--- config.mk ---
export PLATFORM = sky130hd
export DESIGN_NAME = vitenc_conv
export DESIGN_NICKNAME = d
export VERILOG_FILES = /design/src/rtl/vitenc_conv_pkg.sv /design/src/rtl/vitenc_parity.sv /design/src/rtl/vitenc_conv.sv
export SDC_FILE = /design/constraint.sdc
export NUM_CORES = 1
export LEC_CHECK = 0
export BUFFER_PORTS_ARGS = -buffer_cell sky130_fd_sc_hd__buf_2
export CORE_AREA = 2 2 39 41
export CTS_CLUSTER_DIAMETER = 40
export DETAILED_ROUTE_END_ITERATION = 6
export DIE_AREA = 0 0 41 43
export RECOVER_POWER = 50
export SYNTH_ARGS = -nofsm -noshare
export SYNTH_HDL_FRONTEND = slang
export SYNTH_SLANG_ARGS = --single-unit
--- constraint.sdc ---
create_clock -name clk -period 2.8 [get_ports clk]
set_clock_uncertainty 0.1 [all_clocks]
set_input_delay 0.56 -clock clk [delete_from_list [all_inputs] [get_ports clk]]
set_output_delay 0.56 -clock clk [all_outputs]
set_load 0.05 [all_outputs]
--- src/rtl/vitenc_conv_pkg.sv ---
// Shared definitions for the convolutional encoder: reference generator
// polynomials and the frame-termination FSM state encoding.
package vitenc_conv_pkg;

    // K=3 (7,5) rate-1/2 code: out_data[1] taps 111, out_data[0] taps 101.
    localparam logic [5:0]  K3_G75     = 6'b111101;

    // K=7 (171,133) rate-1/2 code: out_data[1] taps 1111001, out_data[0] taps 1011011.
    localparam logic [13:0] K7_G171133 = 14'b1111001_1011011;

    // RUN encodes information bits; TAIL flushes K-1 zeros after in_last.
    typedef enum logic {
        ST_RUN  = 1'b0,
        ST_TAIL = 1'b1
    } vitenc_state_e;

endpackage : vitenc_conv_pkg

--- src/rtl/vitenc_parity.sv ---
// Generator AND/XOR-reduce for a rate-1/N code. u_i[K-1] is the current
// input bit, u_i[K-2] the most recent past bit, u_i[0] the oldest one.
// Purely combinational so the decoder's branch-metric model can reuse it.
module vitenc_parity
    import vitenc_conv_pkg::*;
#(
    parameter int                K = 3,
    parameter int                N = 2,
    parameter logic [N*K-1:0]    G = (N*K)'(K3_G75)
) (
    input  logic [K-1:0] u_i,
    output logic [N-1:0] p_o
);

    // One parity bit per generator: XOR of the tapped register/input bits.
    always_comb begin
        // NOTE: defaulting every combinational output first keeps the loop from inferring a latch.
        p_o = '0;
        for (int n = 0; n < N; n++) begin
            p_o[n] = ^(G[n*K +: K] & u_i);
        end
    end

endmodule : vitenc_parity

--- src/rtl/vitenc_conv.sv ---
// Rate-1/N, constraint-length-K feed-forward convolutional encoder with
// valid/ready on both sides, a single registered output word, and optional
// zero-tail termination that returns the shift register to zero per frame.
module vitenc_conv
    import vitenc_conv_pkg::*;
#(
    parameter int                K    = 3,
    parameter int                N    = 2,
    parameter logic [N*K-1:0]    G    = (N*K)'(K3_G75),
    parameter int                TERM = 1
) (
    input  logic         clk,
    input  logic         rst,
    input  logic         in_valid,
    output logic         in_ready,
    input  logic         in_data,
    input  logic         in_last,
    output logic         out_valid,
    input  logic         out_ready,
    output logic [N-1:0] out_data,
    output logic         out_last
);

    localparam int TW = $clog2(K);

    // Reject parameter sets the shift register and output port cannot represent.
    if (K < 2 || K > 9) begin : g_bad_k
        $error("vitenc_conv: K must be in 2..9");
    end
    if (N < 2 || N > 4) begin : g_bad_n
        $error("vitenc_conv: N must be in 2..4");
    end

    vitenc_state_e   state_q, state_d;
    logic [K-2:0]    sreg_q, sreg_d;
    logic [TW-1:0]   tail_cnt_q, tail_cnt_d;
    logic            out_valid_q, out_valid_d;
    logic [N-1:0]    out_data_q, out_data_d;
    logic            out_last_q, out_last_d;

    logic            slot_free;
    logic            fire;
    logic            d_bit;
    logic [K-1:0]    u;
    logic [N-1:0]    parity;
    logic [K-2:0]    sreg_shift;

    // The output slot can take a new word if empty or being drained this cycle.
    assign slot_free = !out_valid_q || out_ready;

    // Input is taken only in RUN, never while reset is asserted.
    assign in_ready  = !rst && (state_q == ST_RUN) && slot_free;

    // Tail steps inject zeros; RUN steps inject the information bit.
    assign d_bit     = (state_q == ST_RUN) ? in_data : 1'b0;
    assign u         = {d_bit, sreg_q};

    // A step either consumes an accepted input or emits one tail word.
    assign fire      = (state_q == ST_RUN)
                       ? (in_valid && in_ready)
                       : slot_free;

    vitenc_parity #(
        .K (K),
        .N (N),
        .G (G)
    ) u_parity (
        .u_i (u),
        .p_o (parity)
    );

    // Next-state: encode step, frame/tail sequencing and output-slot bookkeeping.
    always_comb begin
        state_d     = state_q;
        sreg_d      = sreg_q;
        tail_cnt_d  = tail_cnt_q;
        out_valid_d = out_valid_q;
        out_data_d  = out_data_q;
        out_last_d  = out_last_q;

        // Newest bit enters at the top, oldest bit falls off the bottom.
        sreg_shift        = sreg_q >> 1;
        sreg_shift[K-2]   = d_bit;

        if (fire) begin
            out_data_d  = parity;
            out_valid_d = 1'b1;
            sreg_d      = sreg_shift;
            out_last_d  = 1'b0;
            unique case (state_q)
                ST_RUN: begin
                    if (in_last) begin
                        if (TERM != 0) begin
                            state_d    = ST_TAIL;
                            tail_cnt_d = TW'(K - 2);
                        end else begin
                            // Continuous mode: frame boundary is marked but memory carries on.
                            out_last_d = 1'b1;
                        end
                    end
                end
                ST_TAIL: begin
                    if (tail_cnt_q == '0) begin
                        // K-1 zeros have now been shifted in, so sreg is back to zero.
                        out_last_d = 1'b1;
                        state_d    = ST_RUN;
                    end else begin
                        tail_cnt_d = tail_cnt_q - 1'b1;
                    end
                end
                default: state_d = ST_RUN;
            endcase
        end else if (out_ready) begin
            out_valid_d = 1'b0;
        end
    end

    // State register with synchronous reset; reset drops any pending word.
    always_ff @(posedge clk) begin
        if (rst) begin
            state_q     <= ST_RUN;
            sreg_q      <= '0;
            tail_cnt_q  <= '0;
            out_valid_q <= 1'b0;
            out_data_q  <= '0;
            out_last_q  <= 1'b0;
        end else begin
            // NOTE: non-blocking assignments so every register samples pre-edge values.
            state_q     <= state_d;
            sreg_q      <= sreg_d;
            tail_cnt_q  <= tail_cnt_d;
            out_valid_q <= out_valid_d;
            out_data_q  <= out_data_d;
            out_last_q  <= out_last_d;
        end
    end

    assign out_valid = out_valid_q;
    assign out_data  = out_data_q;
    assign out_last  = out_last_q;

endmodule : vitenc_conv
==> impl_metrics.json, run 1 <==
{
  "hold_end": "tail_cnt_q[0]",
  "row_count": 14,
  "avgRoutedWirePerCell_um": 10.2,
  "hold_violations": 0,
  "grt_pass1_wl_um": 1240,
  "cts_tree": "built",
  "syn2layout_area_growth_pct": 17.0,
  "worstSkewPairLatency_ns": 0.26,
  "cts_buffers": 3,
  "drive_above_1_share": 0.281,
  "post-route-period-util": 0.722,
  "crit_path_start_kind": "primary input",
  "worstReg2RegStart": "state_q",
  "ys_top_cells_by_area": "dfxtp_1 (41%), mux2i_1 (6.9%), nor2_1 (6.0%)",
  "seqCellArea_um2": 180,
  "slew_violations": 0,
  "layout.nets": 65,
  "numPortBuffers": 10,
  "via_per_inst": 4.55,
  "hold_class": "register to register",
  "crit_path_end_kind": "register",
  "ys_seq_area_frac": 0.414,
  "grt_overflow": 0,
  "post-cts-setup-buffers": 0,
  "maxCapViolations": 0,
  "min_path_cells": 2,
  "start_util": 0.315,
  "min_period_ns": 2.02,
  "dr.pass1.iters": 2,
  "fillerInstances": 160,
  "power_density_nw_per_um2": 573,
  "ys_ff_latch": 9,
  "num_antenna_cells": 0,
  "crit_type": "primary input to register",
  "layout_common_cells": "buf_2 (9), dfxtp_1 (9), nor2_1 (7)",
  "worst_slew_pin_slew_ns": 0.781,
  "post-route-util": 0.368,
  "irDropWorstVdd_uv": 267,
  "cts_resized": 0,
  "first_iter_violations": 5,
  "worstReg2RegEnd": "sreg_q[1]",
  "ctsHoldBuffers": 0,
  "grt_antenna_before_repair": 0,
  "yosysWarnings": 0,
  "dieArea_um2": 1760,
  "rsz0062_at_grt": "false",
  "wirelength_um": 745,
  "grt_max_degree": 13,
  "synth_top_area_cell": "dfxtp_1",
  "cts.sinks": 9,
  "core_area_um2": 1380,
  "synth_edf_count": 0,
  "syn_inst": 45,
  "fin_setup_tns_ns": 0,
  "synth.top_cell.area_share": 0.414,
  "clk_transition_reported_paths_ns": 0.06,
  "drc_errors": 0,
  "grt_pass1_vias": 325,
  "crit_start": "rst",
  "path_max_fanout": 12,
  "grt_usage": 0.110,
  "htreeDepth": 1,
  "max_freq_ghz": 0.495,
  "clockBufferDepth": 2,
  "ant_nets": 0,
  "die_w_um": 41,
  "hp-start": "tail_cnt_q[0]",
  "p_leak_uw": 0.000227,
  "finalSetupViolations": 0,
  "yosysUniqueCellTypes": 25,
  "maxSlewHeadroom": 0.474,
  "io_pins": 11,
  "syn_area_per_cell_um2": 9.68,
  "critPathRequiredTime_ns": 2.83,
  "syn_nets": 52,
  "multiInputGateArea_um2": 223,
  "dp_hpwl_um": 548,
  "num_vias": 332,
  "status": "complete, no violations",
  "routabilityCongestion": 0.650,
  "synth-main-ff-cell": "dfxtp_1",
  "die_y_um": 43,
  "reg2reg_depth": 3,
  "async_flop_share": 0,
  "cp.arrival_ns": 2.06,
  "rrSetupSlack_ns": 1.18,
  "cts_root_buf": "clkbuf_4",
  "syn-cell-area_um2": 435
}
==> cells by family after synthesis <==
| family | share of synthesized area |
|---|---|
| fa+ha+maj | 0.0287 |
| buf+inv | 0.0603 |
| simple gates | 0.213 |
| mux | 0.0690 |
| flops | 0.414 |
| compound gates | 0.158 |
| xor+xnor | 0.0575 |
==> metrics by stage <==
step,instances,power (uW),hold WS (ns),cell area [um2],setup WS [ns]
CTS,73,301,0.382,517,0.950
finish,73,292,0.376,509,0.778
detailed placement,69,195,0.372,490,0.949
global route,73,309,0.419,509,0.599
floorplan,45,184,0.347,435,0.281
global placement,69,195,0.362,490,0.964
==> cell type report <==
class | count | share of cell area
clock buffer | 4 | 0.0516
inverter | 3 | 0.0221
multi-input combinational | 31 | 0.437
sequential | 9 | 0.354
tap | 16 | 0.0393
timing repair buffer | 10 | 0.0958
==> worst max-delay path, stage by stage <==
cell      delay [ns]
clkbuf_1        0.41
nor2b_1         0.12
o21ai_0         0.64
mux2i_1         0.27
nor2_1          0.05
==> cells in the mapped netlist, types with 2 or more instances <==
library cell	instances
nor3_1	2
a21oi_1	2
inv_1	3
nor2_1	7
mux2i_1	3
dfxtp_1	9
==> flip-flops by register name, indices dropped and copies added (netlist names) <==
name        cells
state_q         1
tail_cnt_q      2
out_last        1
sreg_q          2
out_valid       1
out_data        2
==> layer usage <==
| metal | wire length (um) | track usage | part of all wire | vias to the layer above |
|---|---|---|---|---|
| li1 | - | - | - | 178 |
| met5 | 0 | 0 | 0 | - |
| met4 | 0 | 0.0400 | 0 | 0 |
| met3 | 67 | 0.0942 | 0.090 | 0 |
| met2 | 309 | 0.141 | 0.41 | 10 |
| met1 | 367 | 0.130 | 0.49 | 144 |
==> worst max path at each step <==
stage | to | depth (start not counted)
floorplan | in_ready | 2
global placement | in_ready | 3
detailed placement | in_ready | 3
CTS | in_ready | 3
global route | sreg_q[0] | 5
finish | sreg_q[1] | 5
==> power by group <==
| group | switching, uW | total, uW | internal, uW | leakage [uW] |
|---|---|---|---|---|
| clock network | 46.1 | 101 | 55.0 | 0.0000150 |
| registers | 4.37 | 138 | 134 | 0.0000734 |
| logic | 34.2 | 52.3 | 18.1 | 0.000138 |
| total | 84.7 | 292 | 207 | 0.000227 |
No activity file was read; power rests on OpenSTA's default activity.
==> run 2: changes to the inputs <==
==> constraint.sdc (replaced) <==
create_clock -name clk -period 2 [get_ports clk]
set_clock_uncertainty 0.1 [all_clocks]
set_input_delay 0.4 -clock clk [delete_from_list [all_inputs] [get_ports clk]]
set_output_delay 0.4 -clock clk [all_outputs]
set_load 0.05 [all_outputs]
==> run 2 against run 1 <==
Compared with the run above: non-clock buffer count unchanged; design area did not move; sequential cell count stayed put; first-iteration DRC count up 20%; clock power is 41% higher; power up 40%; register-to-register slack got worse by 0.74 ns; worst setup slack worse by 0.51 ns.
==> impl_metrics.json, run 2 (synthesized netlist as in run 1, its figures left out) <==
{
  "wirelength_um": 744,
  "first_iter_violations": 6,
  "dieArea_um2": 1760,
  "worstSkewPairLatency_ns": 0.26,
  "post-route-period-util": 0.866,
  "p_leak_uw": 0.000225,
  "die_y_um": 43,
  "row_count": 14,
  "ant_nets": 0,
  "ctsHoldBuffers": 0,
  "min_period_ns": 1.73,
  "numPortBuffers": 10,
  "via_per_inst": 4.66,
  "crit_type": "register to output pin",
  "critPathMaxStageDelay_ns": 0.37,
  "critPathRequiredTime_ns": 1.50,
  "p_int_uw": 290,
  "crit_path_end_kind": "output pin",
  "cts_resized": 0,
  "final_common_cell": "dfxtp_1",
  "die_w_um": 41,
  "grt_pass1_vias": 347,
  "slew_violations": 0,
  "met3_usage": 0.0314,
  "cp.arrival_ns": 1.23,
  "start_util": 0.315,
  "swShare": 0.291,
  "maxCapViolations": 0,
  "grt_max_degree": 13,
  "fin_setup_tns_ns": 0,
  "clock_power_share": 0.348,
  "cts_buffers": 3,
  "max_freq_ghz": 0.577,
  "hold_violations": 0,
  "irDropWorstVdd_uv": 293,
  "finalSetupViolations": 0,
  "grt_most_used_layer": "met2",
  "cts_root_buf": "clkbuf_4",
  "drive_above_1_share": 0.281,
  "maxSlewHeadroom": 0.517,
  "use_met1": 0.140,
  "routabilityCongestion": 0.646,
  "grt_pass1_wl_um": 1340,
  "cts_tree": "built",
  "num_antenna_cells": 0,
  "worst_slew_pin_slew_ns": 0.717,
  "clk_transition_reported_paths_ns": 0.06,
  "comb_power_share": 0.178,
  "hold_class": "primary input to register",
  "pwr-share-seq": 0.474,
  "crit_path_start_kind": "register",
  "grt_use_met2": 0.166,
  "htreeDepth": 1,
  "syn2layout_area_growth_pct": 17.0,
  "dr.pass1.iters": 4,
  "path_max_fanout": 5,
  "post-route-util": 0.368,
  "cts.sinks": 9,
  "post-cts-setup-buffers": 0,
  "avgRoutedWirePerCell_um": 10.2,
  "clockBufferDepth": 2,
  "power_density_nw_per_um2": 803,
  "cpMaxStageDelayCell": "nor2b_1",
  "grt_usage": 0.115,
  "core_area_um2": 1380,
  "p_switching_uw": 119,
  "total_power_uw": 409,
  "layout.nets": 65,
  "dp_hpwl_um": 566,
  "num_vias": 340,
  "crit_chain": "nor2b_1 > nor3_2 > buf_2",
  "grt_overflow": 0,
  "fillerInstances": 159,
  "grt_antenna_before_repair": 0,
  "status": "complete, no violations",
  "layout_common_cells": "dfxtp_1 (9), buf_2 (8), nor2_1 (7)",
  "drc_errors": 0,
  "io_pins": 11,
  "rsz0062_at_grt": "false"
}
## run 2: changes by cell type in the layout (fill, tap and decap cells not counted), sizes merged
cell / delta
buf: -1
clkbuf: +1
## run 2: final cells by class
| cell class | count | area, um2 | share of cell area |
|---|---|---|---|
| clock buffers | 4 | 26.3 | 0.0516 |
| repair buffers | 10 | 48.8 | 0.0958 |
| multi-input cells | 31 | 223 | 0.437 |
| inverters | 3 | 11.3 | 0.0221 |
| flip-flops and latches | 9 | 180 | 0.354 |
| well taps | 16 | 20.0 | 0.0393 |
## run 2: power groups by stage
| stage | Sequential, uW | Clock, uW | Combinational (uW) |
|---|---|---|---|
| floorplan | 213 | 0 | 45.5 |
| global placement | 198 | 0 | 75.6 |
| detailed placement | 198 | 0 | 76.7 |
| CTS | 194 | 148 | 76.9 |
| global route | 195 | 158 | 80.1 |
| finish | 194 | 142 | 72.8 |
## run 2: final timing paths
| check | from | depth (start not counted) | end | slack (ns) |
|---|---|---|---|---|
| setup reg to reg | state_q | 3 | out_data[0] | 0.44 |
| hold reg to reg | tail_cnt_q[0] | 2 | tail_cnt_q[0] | 0.38 |
| hold / removal | in_valid | 3 | out_valid | 0.29 |
| setup / recovery | out_valid | 3 | in_ready | 0.27 |
## run 2: routing by layer
| metal | vias up | share of wire |
|---|---|---|
| li1 | 176 | - |
| met1 | 155 | 0.48 |
| met2 | 7 | 0.46 |
| met3 | 2 | 0.038 |
| met4 | 0 | 0.020 |
| met5 | - | 0 |
## run 2: critical path, delay by kind of cell, from the launching register on
| kind | cells | cell delay, ns |
|---|---|---|
| buf+inv | 1 | 0.22 |
| simple gates | 2 | 0.42 |
| flops | 1 | 0.34 |
## run 2: through the flow
stage | hold slack (ns) | instance area [um2] | worst slack, ns | instances
global placement | 0.365 | 495 | 0.487 | 69
CTS | 0.276 | 522 | 0.340 | 73
detailed placement | 0.373 | 495 | 0.479 | 69
floorplan | 0.347 | 440 | 0.158 | 45
finish | 0.288 | 509 | 0.268 | 73
global route | 0.324 | 509 | 0.155 | 73
